### config.mk
export PLATFORM = sky130hd
export DESIGN_NAME = sound_i2s_tx
export DESIGN_NICKNAME = d
export VERILOG_FILES = /design/src/rtl/sound_i2s_pkg.sv /design/src/rtl/sound_i2s_quantizer.sv /design/src/rtl/sound_i2s_tx.sv
export SDC_FILE = /design/constraint.sdc
export NUM_CORES = 1
export LEC_CHECK = 0
export CORE_MARGIN = 2
export CORE_UTILIZATION = 27
export CTS_CLUSTER_DIAMETER = 30
export DETAILED_ROUTE_END_ITERATION = 8
export PLACE_DENSITY = 0.5
export REMOVE_ABC_BUFFERS = 1
export SLEW_MARGIN = 10
export SYNTH_ARGS = -nofsm -noshare
export SYNTH_HDL_FRONTEND = slang
export SYNTH_HIERARCHICAL = 1
export SYNTH_SLANG_ARGS = --single-unit
### constraint.sdc
create_clock -name CLK -period 6.5 [get_ports CLK]
set_input_delay 1.95 -clock CLK [delete_from_list [all_inputs] [get_ports CLK]]
set_output_delay 1.95 -clock CLK [all_outputs]
set_load 0.1 [all_outputs]
### src/rtl/sound_i2s_pkg.sv
// Shared constants for the I2S transmitter: the dither LFSR and the frame-length helper.
// The LFSR items are only used when SOUND_I2S_TX_DITHER_EN is defined.
package sound_i2s_pkg;

    localparam int LFSR_W = 16;

    typedef logic [LFSR_W-1:0] lfsr_t;

    // x^16 + x^14 + x^13 + x^11 + 1 in right-shifting Fibonacci form: feedback from bits 0,2,3,5
    localparam lfsr_t LFSR_TAPS = 16'h002D;
    localparam lfsr_t LFSR_SEED = 16'hACE1;

    function automatic lfsr_t lfsr_next(input lfsr_t state);
        return {^(state & LFSR_TAPS), state[LFSR_W-1:1]};
    endfunction

    function automatic int frame_len(input int bclk_div, input int slot_width);
        return 4 * bclk_div * slot_width;
    endfunction

endpackage

### src/rtl/sound_i2s_quantizer.sv
// Reduces one signed mixer sample to the DAC width by arithmetic truncation.
// With SOUND_I2S_TX_DITHER_EN the low LFSR bits are added first and positive overflow saturates.
module sound_i2s_quantizer
    import sound_i2s_pkg::*;
#(
    parameter int IN_WIDTH     = 16,
    parameter int SAMPLE_WIDTH = 16
) (
`ifdef SOUND_I2S_TX_DITHER_EN
    input  lfsr_t                          lfsr,
`endif
    input  logic signed [IN_WIDTH-1:0]     sample_in,
    output logic signed [SAMPLE_WIDTH-1:0] sample_out
);

    localparam int DROP = IN_WIDTH - SAMPLE_WIDTH;

`ifdef SOUND_I2S_TX_DITHER_EN
    logic unused_lfsr_bits;
    assign unused_lfsr_bits = ^lfsr;
`endif

    generate
        if (DROP <= 0) begin : g_identity
            assign sample_out = sample_in;
        end else begin : g_reduce
`ifdef SOUND_I2S_TX_DITHER_EN
            logic [IN_WIDTH:0] dither;
            logic [IN_WIDTH:0] sum;
            logic              unused_sum_low;

            always_comb begin
                dither = '0;
                for (int i = 0; i < DROP && i < LFSR_W; i++) begin
                    dither[i] = lfsr[i];
                end
                sum = {sample_in[IN_WIDTH-1], sample_in} + dither;
                // the added value is never negative, so only the positive side can overflow
                if (!sum[IN_WIDTH] && sum[IN_WIDTH-1]) begin
                    sample_out = {1'b0, {(SAMPLE_WIDTH-1){1'b1}}};
                end else begin
                    sample_out = sum[IN_WIDTH-1 -: SAMPLE_WIDTH];
                end
            end

            assign unused_sum_low = ^sum[DROP-1:0];
`else
            logic unused_low;
            assign unused_low = ^sample_in[DROP-1:0];
            assign sample_out = sample_in[IN_WIDTH-1 -: SAMPLE_WIDTH];
`endif
        end
    endgenerate

endmodule

### src/rtl/sound_i2s_tx.sv
// Philips I2S transmitter: captures both mixer channels once per frame and shifts them out MSB first.
// Optional dither before truncation is enabled by defining SOUND_I2S_TX_DITHER_EN.
module sound_i2s_tx
    import sound_i2s_pkg::*;
#(
    parameter int IN_WIDTH     = 16,
    parameter int SAMPLE_WIDTH = 16,
    parameter int SLOT_WIDTH   = 32,
    parameter int BCLK_DIV     = 4
) (
    input  logic                       CLK,
    input  logic                       RESET,
    input  logic signed [IN_WIDTH-1:0] SOUND_L,
    input  logic signed [IN_WIDTH-1:0] SOUND_R,
    input  logic                       MUTE,
    output logic                       I2S_BCLK,
    output logic                       I2S_LRCK,
    output logic                       I2S_DATA,
    output logic                       FRAME_START
);

    localparam int BIT_W = $clog2(2 * SLOT_WIDTH);
    localparam int DIV_W = (BCLK_DIV > 1) ? $clog2(BCLK_DIV) : 1;
    localparam int IDX_W = (SAMPLE_WIDTH > 1) ? $clog2(SAMPLE_WIDTH) : 1;

    localparam logic [BIT_W-1:0] BIT_LAST = BIT_W'(2 * SLOT_WIDTH - 1);
    localparam logic [BIT_W-1:0] SLOT_B   = BIT_W'(SLOT_WIDTH);
    localparam logic [DIV_W-1:0] DIV_LAST = DIV_W'(BCLK_DIV - 1);

    generate
        if (SAMPLE_WIDTH > IN_WIDTH) begin : g_err_sample_width
            $error("sound_i2s_tx: SAMPLE_WIDTH must not exceed IN_WIDTH");
        end
        if (SLOT_WIDTH <= SAMPLE_WIDTH) begin : g_err_slot_width
            $error("sound_i2s_tx: SLOT_WIDTH must be greater than SAMPLE_WIDTH");
        end
        if (BCLK_DIV < 1) begin : g_err_bclk_div
            $error("sound_i2s_tx: BCLK_DIV must be at least 1");
        end
    endgenerate

    logic [DIV_W-1:0]               div_cnt;
    logic [BIT_W-1:0]               bit_cnt;
    logic [BIT_W-1:0]               bit_nxt;
    logic                           bclk_q;
    logic                           lrck_q;
    logic                           data_q;
    logic                           fs_q;
    logic signed [SAMPLE_WIDTH-1:0] hold_l;
    logic signed [SAMPLE_WIDTH-1:0] hold_r;
    logic signed [SAMPLE_WIDTH-1:0] q_l;
    logic signed [SAMPLE_WIDTH-1:0] q_r;
    logic                           fall_evt;
    logic                           lrck_nxt;
    logic                           data_nxt;
    logic [IDX_W-1:0]               idx_l;
    logic [IDX_W-1:0]               idx_r;
    int                             bit_idx;

`ifdef SOUND_I2S_TX_DITHER_EN
    lfsr_t lfsr_q;

    sound_i2s_quantizer #(
        .IN_WIDTH     (IN_WIDTH),
        .SAMPLE_WIDTH (SAMPLE_WIDTH)
    ) u_quant_l (
        .lfsr       (lfsr_q),
        .sample_in  (SOUND_L),
        .sample_out (q_l)
    );

    sound_i2s_quantizer #(
        .IN_WIDTH     (IN_WIDTH),
        .SAMPLE_WIDTH (SAMPLE_WIDTH)
    ) u_quant_r (
        .lfsr       (lfsr_q),
        .sample_in  (SOUND_R),
        .sample_out (q_r)
    );
`else
    sound_i2s_quantizer #(
        .IN_WIDTH     (IN_WIDTH),
        .SAMPLE_WIDTH (SAMPLE_WIDTH)
    ) u_quant_l (
        .sample_in  (SOUND_L),
        .sample_out (q_l)
    );

    sound_i2s_quantizer #(
        .IN_WIDTH     (IN_WIDTH),
        .SAMPLE_WIDTH (SAMPLE_WIDTH)
    ) u_quant_r (
        .sample_in  (SOUND_R),
        .sample_out (q_r)
    );
`endif

    assign fall_evt = (div_cnt == DIV_LAST) && bclk_q;
    assign bit_nxt  = (bit_cnt == BIT_LAST) ? '0 : bit_cnt + 1'b1;
    assign lrck_nxt = (bit_nxt >= SLOT_B);

    // Data for the slot position being entered; the one-bit I2S delay puts the MSB at position 1.
    always_comb begin
        bit_idx  = int'(bit_nxt);
        idx_l    = IDX_W'(SAMPLE_WIDTH - bit_idx);
        idx_r    = IDX_W'(SLOT_WIDTH + SAMPLE_WIDTH - bit_idx);
        data_nxt = 1'b0;
        if (bit_idx >= 1 && bit_idx <= SAMPLE_WIDTH) begin
            data_nxt = hold_l[idx_l];
        end else if (bit_idx >= SLOT_WIDTH + 1 && bit_idx <= SLOT_WIDTH + SAMPLE_WIDTH) begin
            data_nxt = hold_r[idx_r];
        end
    end

    always_ff @(posedge CLK) begin
        if (RESET) begin
            div_cnt <= '0;
            bclk_q  <= 1'b0;
            bit_cnt <= BIT_LAST;
            lrck_q  <= 1'b1;
            data_q  <= 1'b0;
            fs_q    <= 1'b0;
            hold_l  <= '0;
            hold_r  <= '0;
`ifdef SOUND_I2S_TX_DITHER_EN
            lfsr_q  <= LFSR_SEED;
`endif
        end else begin
            fs_q <= 1'b0;
            if (div_cnt == DIV_LAST) begin
                div_cnt <= '0;
                bclk_q  <= ~bclk_q;
            end else begin
                div_cnt <= div_cnt + 1'b1;
            end

            if (fall_evt) begin
                bit_cnt <= bit_nxt;
                lrck_q  <= lrck_nxt;
                data_q  <= data_nxt;
                // frame boundary: latch both channels so the mixer levels can move freely
                if (bit_nxt == '0) begin
                    hold_l <= MUTE ? '0 : q_l;
                    hold_r <= MUTE ? '0 : q_r;
                    fs_q   <= 1'b1;
`ifdef SOUND_I2S_TX_DITHER_EN
                    lfsr_q <= lfsr_next(lfsr_q);
`endif
                end
            end
        end
    end

    assign I2S_BCLK    = bclk_q;
    assign I2S_LRCK    = lrck_q;
    assign I2S_DATA    = data_q;
    assign FRAME_START = fs_q;

endmodule

# Word-level counts from Yosys, hierarchy flattened
# Index checks and enable logic that the tools add are counted.
word_totals:
  reg_bits: 44
  wordCells: 40
op_classes:
  n_addsub: 4
  n_lt_le_gt_ge: 7
  n_eq_ne: 2
  mux: 10
  n_bitwise: 2
  n_reduce_logical: 7
ops:
  columns: ["op", "n"]
  rows:
  - ["$mux W16", 2]
  - ["$ge A6 B6 Y1 const B", 2]
  - ["$lt A4 B5 Y1 const B", 2]
  - ["$bmux W1 S4", 2]
  - ["$sub A1 B4 Y4 const A", 2]
  - ["$add A6 B1 Y6 const B", 1]
  - ["$eq A6 B6 Y1 const B", 1]
  - ["$ge A6 B1 Y1 const B", 1]
  - ["$le A6 B5 Y1 const B", 1]
  - ["$le A6 B6 Y1 const B", 1]
  - ["$logic_not A6 Y1", 1]
  - ["$mux W6", 1]
  - ["$mux W1", 5]
  - ["$reduce_or A2 Y1", 2]
  - ["$logic_and A1 B1 Y1", 3]
  - ["$add A2 B1 Y2 const B", 1]
  - ["$eq A2 B2 Y1 const B", 1]
  - ["$not A1 Y1", 2]
  - ["$reduce_and A2 Y1", 1]

# Longest topological paths before layout
logic_depth:
  depth_word: 7
  depth_mapped: 11

# By module
# Netlist, hierarchy kept.
by_module_without_submodules:
  columns: ["mod", "n_inst", "cells_each", "area_each_um2", "seq_area_each_um2"]
  rows:
  - ["sound_i2s_tx", 1, 230, 2269.7, 880.8]
  - ["sound_i2s_quantizer", 2, 16, 120.1, 0.0]

# Worst setup path after synthesis
# No wires, ideal clock.
synth_path:
  path_type: "register -> output"
  from: "register bclk_q, in the netlist I2S_BCLK"
  to: "output port I2S_BCLK"
  arrival_ns: 0.964
  required_time_ns: 4.550
  slack_ns: 3.586
  path_stages_with_launch: 1
  path_buffers: 0
  cell_sequence: "dfxtp_1"
synth_lines:
  columns: ["element", "line_no", "source"]
  rows:
  - ["start: declaration", "sound_i2s_tx.sv:45", "logic bclk_q;"]
  - ["start signal: assignment", "sound_i2s_tx.sv:132", "bclk_q <= ~bclk_q;"]
  - ["end: declaration", "sound_i2s_tx.sv:16", "output logic I2S_BCLK,"]
# No word-level cell between the ends.

# Final worst setup path
layout_path:
  from: "register data_q, in the netlist I2S_DATA"
  to: "output port I2S_DATA"
layout_lines:
  columns: ["element", "line_no", "source"]
  rows:
  - ["start: declaration", "sound_i2s_tx.sv:47", "logic data_q;"]
  - ["start signal: assignment", "sound_i2s_tx.sv:140", "data_q <= data_nxt;"]
  - ["end: declaration", "sound_i2s_tx.sv:18", "output logic I2S_DATA,"]
# No word-level cell between the ends.

==> results.json <==
{
  "cts.path.max_buffers": 2,
  "cts_tree": "done",
  "ant_nets": 0,
  "grt_max_degree": 33,
  "nFillCells": 971,
  "async_flop_share": 0,
  "setup_violations": 0,
  "pin_count": 39,
  "synth_flop_cell": "dfxtp_1",
  "wirelength_mm": 5.23,
  "synth.distinct_cells": 54,
  "grt_pass1_vias": 1798,
  "track_usage": 0.113,
  "cp.buffers_inverters": 1,
  "hold_class": "flip-flop to flip-flop",
  "vias": 1828,
  "critPathMaxFanout": 3,
  "final_cell_mix": "dfxtp_1, clkdlybuf4s50_1, a22o_1",
  "end_kind": "output port",
  "pwr-share-comb": 0.089,
  "fmaxAchievable_mhz": 262,
  "synth_edf_count": 0,
  "synth_area_leaders": "dfxtp_1, a22o_1, buf_4",
  "skew_ns": 0.00786,
  "areaGrowthSynthToFinish_pct": 11.6,
  "p_switching_uw": 116,
  "fin_crit_ns": 3.81,
  "fin_crit_sh": 0.586,
  "synth_top_area_frac": 0.351,
  "setup_tns_ns": 0,
  "critPathArrivalTime_ns": 1.86,
  "stdcell_count": 370,
  "slowest_delay_ns": 1.16,
  "avgSynthCellArea_um2": 9.58,
  "fin_nets": 298,
  "synth_area_mm2": 0.00251,
  "final-max-slew-violation-count": 0,
  "viasPerCell": 4.94,
  "ir_worst_vdd_v": 0.000116,
  "clock_latency_ns": 0.29,
  "cts_resized": 0,
  "die_h_um": 100,
  "cts_sinks": 44,
  "synth-seq-cells": 44,
  "core_area_mm2": 0.00911,
  "pwr-share-clk": 0.427,
  "powerDensity_mw_per_mm2": 203,
  "post_drt_wl_per_cell_um": 14.1,
  "start_util": 0.276,
  "cts_root_buf": "clkbuf_8",
  "die_x_um": 100,
  "multi_input_area_mm2": 0.00123,
  "switching_share": 0.204,
  "drt_drc_violations_left": 0,
  "numCtsBuffers": 5,
  "num_rows": 35,
  "worstPathCellList": "clkdlybuf4s50_1",
  "leakage_nw": 1.07,
  "intPower_uw": 452,
  "dp_hpwl_mm": 3.64,
  "drt_iter0_markers": 100,
  "ff2ff_setup_slack_ns": 3.16,
  "numPortBuffers": 38,
  "overflow": 0,
  "syn_inst": 262,
  "dr.pass1.iters": 4,
  "h-tree-depth": 2,
  "status": "completed",
  "cts_setup_buffers": 0,
  "path_clk_slew_ns": 0.08,
  "path_class": "flip-flop to output port",
  "power_frac_seq": 0.484,
  "final_common_cell": "dfxtp_1",
  "hold_viol": 0,
  "yosysTopAreaCell": "dfxtp_1",
  "yosys_warnings": 6,
  "cap_violations": 0,
  "antenna_cells": 0,
  "relSlewSlack": 0.352,
  "tightestPinTransition_ns": 0.969,
  "die_area_mm2": 0.0101,
  "dp_cells": 363,
  "cp.required_ns": 4.55,
  "regArea_um2": 881,
  "worstSetupStartpointType": "flip-flop",
  "cts_hold_buf": 0,
  "cp_slowest_cell": "clkdlybuf4s50_1",
  "cp_top_family": "buffers and inverters",
  "grt_pass1_wl_mm": 9.20,
  "gp_congestion": 0.872,
  "grt_antenna_before_repair": 0,
  "drive_gt1_frac": 0.0927,
  "rsz0062_at_grt": "no",
  "ys_seq_area_frac": 0.351
}
state kept, by name, summed over array words and instances, names as in the netlist:
name         count
hold_l          16
hold_r          16
bit_cnt          6
div_cnt          2
FRAME_START      1
I2S_BCLK         1
I2S_DATA         1
I2S_LRCK         1
cell type report:
cell class,instances,share of cell area
timing repair buffer,40,0.141
clock buffer,5,0.0246
sequential,44,0.315
clock inverter,2,0.0214
tap,111,0.0496
inverter,7,0.00938
multi-input combinational,161,0.439
worst reg2reg max path: cells and delay by family (launching register included):
kind            cells  cell delay, ns
simple gates        3            0.78
fa+ha+maj           1            0.75
flops               1            0.72
compound gates      3            0.72
buf+inv             1            0.25
layer usage:
layer,GRT usage,share of wire
met5,0,0
met3,0.0251,0.039
met1,0.155,0.51
met4,0.0358,0.013
met2,0.175,0.44
final timing paths:
kind               from          to  depth (start not counted)
min reg2reg  div_cnt[0]  div_cnt[0]                          1
max            I2S_DATA    I2S_DATA                          1
min          div_cnt[0]  div_cnt[0]                          1
max reg2reg  bit_cnt[0]   hold_r[0]                          8
power groups by stage:
| stage | logic (mW) | clock network (mW) | registers, mW |
|---|---|---|---|
| 5_1_grt | 0.0550 | 0.259 | 0.275 |
| 2_1_floorplan | 0.0186 | 0 | 0.285 |
| 6_report | 0.0506 | 0.242 | 0.275 |
| 4_1_cts | 0.0513 | 0.251 | 0.275 |
| 3_5_place_dp | 0.0512 | 0 | 0.281 |
| 3_3_place_gp | 0.0508 | 0 | 0.281 |
cell usage after synthesis (all sizes together) (6+ instances only):
library cell  number
buf               48
dfxtp             44
a22o              32
nand2             13
mux2i             11
nand3              9
o21ai              8
a21oi              7
inv                7
nor2               7
nor3               7
mux2               6
through the flow:
stage                     utilization  hold slack, ns  area (um2)  setup WS, ns  total power, mW
after floorplan                     -           0.400        2130          3.19            0.303
after global placement          0.293           0.412        2670          2.82            0.332
after detailed placement        0.293           0.424        2670          2.80            0.332
after CTS                       0.307           0.437        2800          2.68            0.577
after global routing            0.307           0.462        2800          2.64            0.589
final                           0.307           0.432        2800          2.69            0.567
cell families after synthesis:
group / count (synthesis) / synth area share
AOI/OAI and AO/OA: 76 / 0.242
and+or+nand+nor: 59 / 0.133
buffers and inverters: 57 / 0.160
DFF: 44 / 0.351
muxes: 17 / 0.0708
xor gates and xnor gates: 5 / 0.0234
adders and majority gates: 4 / 0.0199
(Power assumes the default switching activity.)
